==> config.mk <==
export PLATFORM = sky130hd
export DESIGN_NAME = cpu_bus_bridge
export DESIGN_NICKNAME = d
export VERILOG_FILES = /design/src/rtl/cpu_bus_bridge.sv
export SDC_FILE = /design/constraint.sdc
export NUM_CORES = 1
export LEC_CHECK = 0
export BUFFER_PORTS_ARGS = -buffer_cell sky130_fd_sc_hd__buf_2
export CAP_MARGIN = 20
export CORE_ASPECT_RATIO = 1.25
export CORE_MARGIN = 2
export CORE_UTILIZATION = 30
export CTS_CLUSTER_DIAMETER = 150
export DETAILED_ROUTE_END_ITERATION = 16
export SLEW_MARGIN = 20
export SYNTH_ARGS = -nofsm -noshare
export SYNTH_HDL_FRONTEND = slang
export SYNTH_SLANG_ARGS = --single-unit
==> constraint.sdc <==
create_clock -name wb_clk_i -period 4.6 [get_ports wb_clk_i]
set_input_delay 0.92 -clock wb_clk_i [delete_from_list [all_inputs] [get_ports wb_clk_i]]
set_output_delay 0.92 -clock wb_clk_i [all_outputs]
set_load 0.02 [all_outputs]
==> src/rtl/cpu_bus_bridge.sv <==
// 65C816 Phi2 bus to Wishbone classic master bridge.
// Each valid CPU bus cycle becomes one Wishbone cycle; RDY stretches the CPU for slow slaves.
module cpu_bus_bridge #(
  parameter int unsigned SYNC_STAGES = 2,
  parameter int unsigned WR_DELAY    = 3,
  parameter int unsigned ACK_TIMEOUT = 15
) (
  input  logic        wb_clk_i,
  input  logic        wb_reset_n_i,
  input  logic        ext_phi2_i,
  input  logic [15:0] cpu_addr_i,
  input  logic [7:0]  cpu_data_i,
  input  logic        cpu_rwb_i,
  input  logic        cpu_vda_i,
  input  logic        cpu_vpa_i,
  output logic [7:0]  cpu_data_o,
  output logic        cpu_data_oe_o,
  output logic        cpu_rdy_o,
  output logic        timeout_o,
  output logic        wb_cyc_o,
  output logic        wb_stb_o,
  output logic        wb_we_o,
  output logic [23:0] wb_adr_o,
  output logic [7:0]  wb_dat_o,
  input  logic [7:0]  wb_dat_i,
  input  logic        wb_ack_i
);

  localparam int unsigned WR_CNT_W = 4;
  localparam int unsigned TO_CNT_W = 8;
  localparam logic [WR_CNT_W-1:0] WR_LAST = WR_CNT_W'(WR_DELAY - 1);
  localparam logic [TO_CNT_W-1:0] TO_LAST = TO_CNT_W'(ACK_TIMEOUT - 1);

  typedef enum logic [1:0] {S_IDLE, S_WDLY, S_REQ, S_HOLD} state_t;

  state_t                r_state;
  state_t                w_state_nxt;
  logic [SYNC_STAGES-1:0] r_sync;
  logic                  r_hist;
  logic                  w_sync;
  logic                  w_rise;
  logic                  w_fall;
  logic [WR_CNT_W-1:0]   r_wr_cnt;
  logic [TO_CNT_W-1:0]   r_to_cnt;
  logic                  r_stretch;
  logic                  r_cyc;
  logic                  r_we;
  logic [23:0]           r_adr;
  logic [7:0]            r_wdat;
  logic [7:0]            r_rdata;
  logic                  r_oe;
  logic                  r_rdy;
  logic                  r_timeout;
  logic                  w_start;
  logic                  w_wdat_take;
  logic                  w_ack_take;
  logic                  w_timeout;
  logic                  w_hold_exit;
  logic                  w_busy;

  // Phi2 synchroniser plus history flop for edge detection
  always_ff @(posedge wb_clk_i or negedge wb_reset_n_i) begin
    if (!wb_reset_n_i) begin
      r_sync <= '0;
      r_hist <= 1'b0;
    end else begin
      r_sync <= {r_sync[SYNC_STAGES-2:0], ext_phi2_i};
      r_hist <= w_sync;
    end
  end

  assign w_sync = r_sync[SYNC_STAGES-1];
  assign w_rise = w_sync & ~r_hist;
  assign w_fall = ~w_sync & r_hist;
  assign w_busy = (r_state == S_WDLY) || (r_state == S_REQ);

  always_ff @(posedge wb_clk_i or negedge wb_reset_n_i) begin
    if (!wb_reset_n_i) r_state <= S_IDLE;
    else               r_state <= w_state_nxt;
  end

  // A stretched read stays in HOLD through the next Phi2-high phase to drive data
  always_comb begin
    w_state_nxt = r_state;
    w_start     = 1'b0;
    w_wdat_take = 1'b0;
    w_ack_take  = 1'b0;
    w_timeout   = 1'b0;
    w_hold_exit = 1'b0;
    case (r_state)
      S_IDLE: begin
        if (w_rise && (cpu_vda_i || cpu_vpa_i)) begin
          w_start     = 1'b1;
          w_state_nxt = cpu_rwb_i ? S_REQ : S_WDLY;
        end
      end
      S_WDLY: begin
        if (r_wr_cnt == WR_LAST) begin
          w_wdat_take = 1'b1;
          w_state_nxt = S_REQ;
        end
      end
      S_REQ: begin
        if (wb_ack_i) begin
          w_ack_take  = 1'b1;
          w_state_nxt = S_HOLD;
        end else if (r_to_cnt == TO_LAST) begin
          w_timeout   = 1'b1;
          w_state_nxt = S_HOLD;
        end
      end
      S_HOLD: begin
        if (w_fall || (!w_sync && !(r_stretch && !r_we))) begin
          w_hold_exit = 1'b1;
          w_state_nxt = S_IDLE;
        end
      end
      default: w_state_nxt = S_IDLE;
    endcase
  end

  always_ff @(posedge wb_clk_i or negedge wb_reset_n_i) begin
    if (!wb_reset_n_i) begin
      r_wr_cnt  <= '0;
      r_to_cnt  <= '0;
      r_stretch <= 1'b0;
      r_cyc     <= 1'b0;
      r_we      <= 1'b0;
      r_adr     <= '0;
      r_wdat    <= '0;
      r_rdata   <= '0;
      r_oe      <= 1'b0;
      r_rdy     <= 1'b1;
      r_timeout <= 1'b0;
    end else begin
      r_timeout <= w_timeout;
      r_cyc     <= (w_state_nxt == S_REQ);
      r_wr_cnt  <= (r_state == S_WDLY) ? r_wr_cnt + WR_CNT_W'(1) : '0;
      r_to_cnt  <= (r_state == S_REQ)  ? r_to_cnt + TO_CNT_W'(1) : '0;
      if (w_start) begin
        r_adr <= {cpu_data_i, cpu_addr_i};
        r_we  <= ~cpu_rwb_i;
      end
      if (w_wdat_take) r_wdat <= cpu_data_i;
      if (w_ack_take && !r_we)     r_rdata <= wb_dat_i;
      else if (w_timeout && !r_we) r_rdata <= 8'hFF;
      if (w_ack_take || w_timeout || w_hold_exit) r_rdy <= 1'b1;
      else if (w_fall && w_busy)                  r_rdy <= 1'b0;
      if (r_state == S_IDLE)     r_stretch <= 1'b0;
      else if (w_fall && w_busy) r_stretch <= 1'b1;
      r_oe <= (w_state_nxt == S_HOLD) && !r_we && w_sync;
    end
  end

  assign cpu_data_o    = r_rdata;
  assign cpu_data_oe_o = r_oe;
  assign cpu_rdy_o     = r_rdy;
  assign timeout_o     = r_timeout;
  assign wb_cyc_o      = r_cyc;
  assign wb_stb_o      = r_cyc;
  assign wb_we_o       = r_we;
  assign wb_adr_o      = r_adr;
  assign wb_dat_o      = r_wdat;

endmodule
# Word level (Yosys, flattened, before mapping)
# Index checks and enable logic that the tools add are counted.
[classes] reduce_logical=20 muxes=26 add_sub_neg=2 bitwise_logic=5 eq_ne=7
[ops] operator="$mux 8" n=3
[ops] operator="$mux 1" n=15
[ops] operator="$mux 2" n=6
[ops] operator="$add 8x1->8 const B" n=1
[ops] operator="$eq 2x2->1 const B" n=4
[ops] operator="$eq 8x4->1 const B" n=1
[ops] operator="$logic_and 1x1->1" n=8
[ops] operator="$pmux 2 s4" n=1
[ops] operator="$reduce_bool 2->1" n=3
[ops] operator="$logic_or 1x1->1" n=5
[ops] operator="$add 4x1->4 const B" n=1
[ops] operator="$eq 4x2->1 const B" n=1
[ops] operator="$mux 4" n=1
[ops] operator="$logic_not 1->1" n=3
[ops] operator="$not 1->1" n=3
[ops] operator="$and 1x1->1" n=2
[ops] operator="$eq 2x1->1 const B" n=1
[ops] operator="$logic_not 2->1" n=1
[word_totals] regBits=63 wordCells=74 input_bits=39

# Depth between registers and ports, before layout
[logic_depth] depth_word=10 mapped_depth=8

# Worst setup path after synthesis
# Ideal clock, no wire load.
[synth_path] kind="input to register" start="input port cpu_vpa_i" end="register r_adr[10], in the netlist wb_adr_o[10]" t_arrival_ns=1.856 n_path_buf=2 t_required_ns=4.475 slack_ns=2.619 path_stages=5 path_cell_list="nor2_1 > or3_1 > buf_4 > buf_6 > mux2_4"
[synth_between] elab_chain_len=4
[synth_rtl] element="start, declared" line_no="15" rtl="input logic cpu_vpa_i,"
[synth_rtl] element="$logic_or 1x1->1" line_no="92" rtl="if (w_rise && (cpu_vda_i || cpu_vpa_i)) begin"
[synth_rtl] element="$logic_and 1x1->1" line_no="92"
[synth_rtl] element="$mux 1" line_no="92"
[synth_rtl] element="$mux 1" line_no="90" rtl="case (r_state)"
[synth_rtl] element="end signal, assigned" line_no="141" rtl="r_adr <= {cpu_data_i, cpu_addr_i};"
[synth_rtl] element="end, declared" line_no="48" rtl="logic [23:0] r_adr;"
# Every way passes these cells.
# A chain may end at the register's enable or synchronous reset.

# Worst setup path in the final report
[layout_path] start="register r_state[1]" end="register r_adr[5], in the netlist wb_adr_o[5]"
[layout_between] elab_chain_len=2
[layout_rtl] element="start, declared" line_no="36" rtl="state_t r_state;"
[layout_rtl] element="start signal, assigned" line_no="79" rtl="else r_state <= w_state_nxt;"
[layout_rtl] element="$logic_not 2->1" line_no="90"
[layout_rtl] element="$mux 1" line_no="90"
# Every way passes these cells.

==> out/summary.txt <==
status: finished clean
CP endpoint kind: flop
Die Area: 9810 um^2
clock share of power: 0.177
post-synthesis xor/xnor area fraction: 0.0259
number of global-route vias before repair: 1818
Post-Synth Adder-Cell Area: 0.0369
fmax: 0.405 GHz
Clock Sinks: 63
worst skew pair latency: 0.34 ns
WL met1: 2250 um
layout cells sized above 1: 0.507
top cell type by total area after synthesis: dfrtp_1
Setup Buffers After CTS: 0
crit-path cells: inv_1 > ha_1 > inv_1 > or3_1 > buf_4 > mux2_4
fin. max-slew vios: 0
Fin. Hold Viols: 0
Syn Area/Cell: 14.2 um^2
largest family of logic cells by synthesized area: multiplexers
pwr dens: 645 nW/um^2
Routed WL: 5220 um
CP max stage cell: or3_1
Max FO, Critical Path: 19
H-tree Lvls: 3
number of synthesized flops with an enable pin: 0
# setup viols final: 0
Int Power: 1390 uW
CP dominant cell by count: inv_1
dpl hpwl: 3840 um
Placed Cells incl. Taps: 391
Comb power frac: 0.413
top sig layer: met4
Syn Nets: 238
cts bufs inserted: 9
number of DRC markers in iteration 0: 44
Seq/Total Area, Yosys: 0.582
total power: 2190 uW
Critical Path RT: 4.82 ns
n_diodes: 0
via/cell ratio: 4.42
Fin Hold WS: 0.349 ns
switch share: 0.367
Yosys reg bits: 63
clock period minus final worst setup slack: 2.47 ns
# rows: 38
fin nets: 329
die width: 89.0 um
Tcrit/Tclk final: 0.537
CTS tree: yes
cts repair resizes: 0
unrepaired setup endpoints after global routing: no
critical path startpoint category: flop
initial antenna violation count: 0
Finished Cell Area: 3400 um^2
Switch Pwr: 805 uW
Layout Skew: 0.00796 ns
cts hold-fix bufs: 0
Total GRT Usage: 0.115
GP Congestion: 0.792
metal2 WL: 2550 um
total gr overflow: 0
compound-cell area share of the yosys netlist: 0.0646
worst setup path class: reg -> reg
# IOs: 85
HP Class: reg -> reg
via count: 1784
remaining routing DRC violations: 0
largest net degree at the start of global routing: 42
Async SR Flop Fraction: 1.00
routed wire length on met3: 304 um
Die H: 110 um
top post-synthesis cells by area: dfrtp_1, mux2_4, mux2_2, ha_1, o22a_2
multiplexer share of the synthesized area: 0.158
max-cap violations: 0
Yosys top cell area share: 0.572
Avg WL per Cell: 12.9 um
Least-Margin Pin Slew: 1.02 ns
Core ar.: 8750 um^2
max_slew headroom: 0.319
setup TNS: 0 ns
Antenna Nets Post-Route: 0
Syn Std Cell Area: 2710 um^2
Reg power frac: 0.409
Synth Instances: 191
Post-Layout Cell Count: 404
clk buf depth: 2
first-pass GRT wire length: 8320 um
clock slew at reported path FFs: 0.06 ns
DP Area: 3250 um^2
ys flop type: dfrtp_1
most common cell in the netlist: dfrtp_1
Post-synth top cells: dfrtp_1, mux2_4, mux2_2
Simple-Gate Fraction of Synth Area: 0.102
peak supply drop: 267 uV
leakage: 0.00170 uW
synth unique cells: 37
max incr delay on CP: 0.79 ns
Area growth syn-to-layout: 25.6%
drt first pass iters: 4
I/O Buffers: 84
Critical Path AT: 2.69 ns
FILL cells: 888
Starting Density: 0.310
CTS Root Cell: clkbuf_8
Syn. warnings: 0
cells in the final DEF (no fill, tap or decap), types with 7 or more instances in the layout:
cell type	instances
buf_2	84
dfrtp_1	62
mux2_4	18
mux2_2	14
and2_1	10
clkbuf_8	10
o22a_2	8
ha_1	8
inv_1	7
nand3_1	7
cell families (layout without fill, tap and decap cells):
| logic type | Yosys count | after routing |
|---|---|---|
| flops | 63 | 63 |
| simple gates | 43 | 43 |
| mux | 32 | 32 |
| compound gates | 23 | 23 |
| buf+inv | 14 | 107 |
| fa+ha+maj | 8 | 8 |
| xor+xnor | 8 | 8 |
final cells by class:
type	count	area (um^2)	area share
clock buffers	11	141	0.0415
clock inverters	2	10.0	0.00294
inverters	7	26.3	0.00772
multi-input cells	114	1050	0.310
flip-flops and latches	63	1580	0.464
well taps	120	150	0.0441
repair buffers	87	443	0.130
layer usage:
layer  vias to the layer above  track usage
li1                        851            -
met1                       875        0.127
met2                        48        0.188
met3                        10       0.0439
met4                         0       0.0640
met5                         -            0
sequential cells by signal, indices dropped and copies added, names as in the netlist:
register / cells
r_stretch: 1
wb_adr_o: 24
r_to_cnt: 8
r_sync: 2
wb_we_o: 1
wb_cyc_o: 1
cpu_data_oe_o: 1
cpu_rdy_o: 1
r_hist: 1
cpu_data_o: 8
r_state: 2
timeout_o: 1
wb_dat_o: 8
r_wr_cnt: 4
power by group through the flow:
stage          sequential [uW]  combinational [uW]  clock, uW
2_1_floorplan             1140                 392          0
3_3_place_gp               903                 908          0
4_1_cts                    902                 920        415
3_5_place_dp               909                 920          0
6_report                   898                 907        389
5_1_grt                    931                 985        432
critical path: cells and delay by family, from the launching register on:
kind / cells / cell delay (ns)
adder cells (fa/ha/maj): 1 / 0.27
buffers and inverters: 3 / 0.56
flip-flops: 1 / 0.42
multiplexers: 1 / 0.30
AND/OR/NAND/NOR: 1 / 0.79
per-stage QoR:
| stage | setup slack [ns] | util |
|---|---|---|
| 5_1_grt | 1.97 | 0.389 |
| 2_1_floorplan | 2.62 | - |
| 3_5_place_dp | 1.78 | 0.372 |
| 3_3_place_gp | 1.81 | 0.372 |
| 4_1_cts | 2.09 | 0.389 |
| 6_report | 2.13 | 0.389 |
final timing paths:
path	start	to	slack, ns	depth (start not counted)
worst max-delay path	r_state[1]	wb_adr_o[5]	2.13	6
worst min-delay path	r_sync[0]	r_sync[1]	0.35	0
worst max register to register	r_state[1]	wb_adr_o[5]	2.13	6
worst min register to register	r_sync[0]	r_sync[1]	0.35	0
max in group asynchronous	wb_reset_n_i	wb_adr_o[8]	3.05	2
min in group asynchronous	wb_reset_n_i	cpu_data_oe_o	0.70	1
Power figures use the tool's default switching activity.
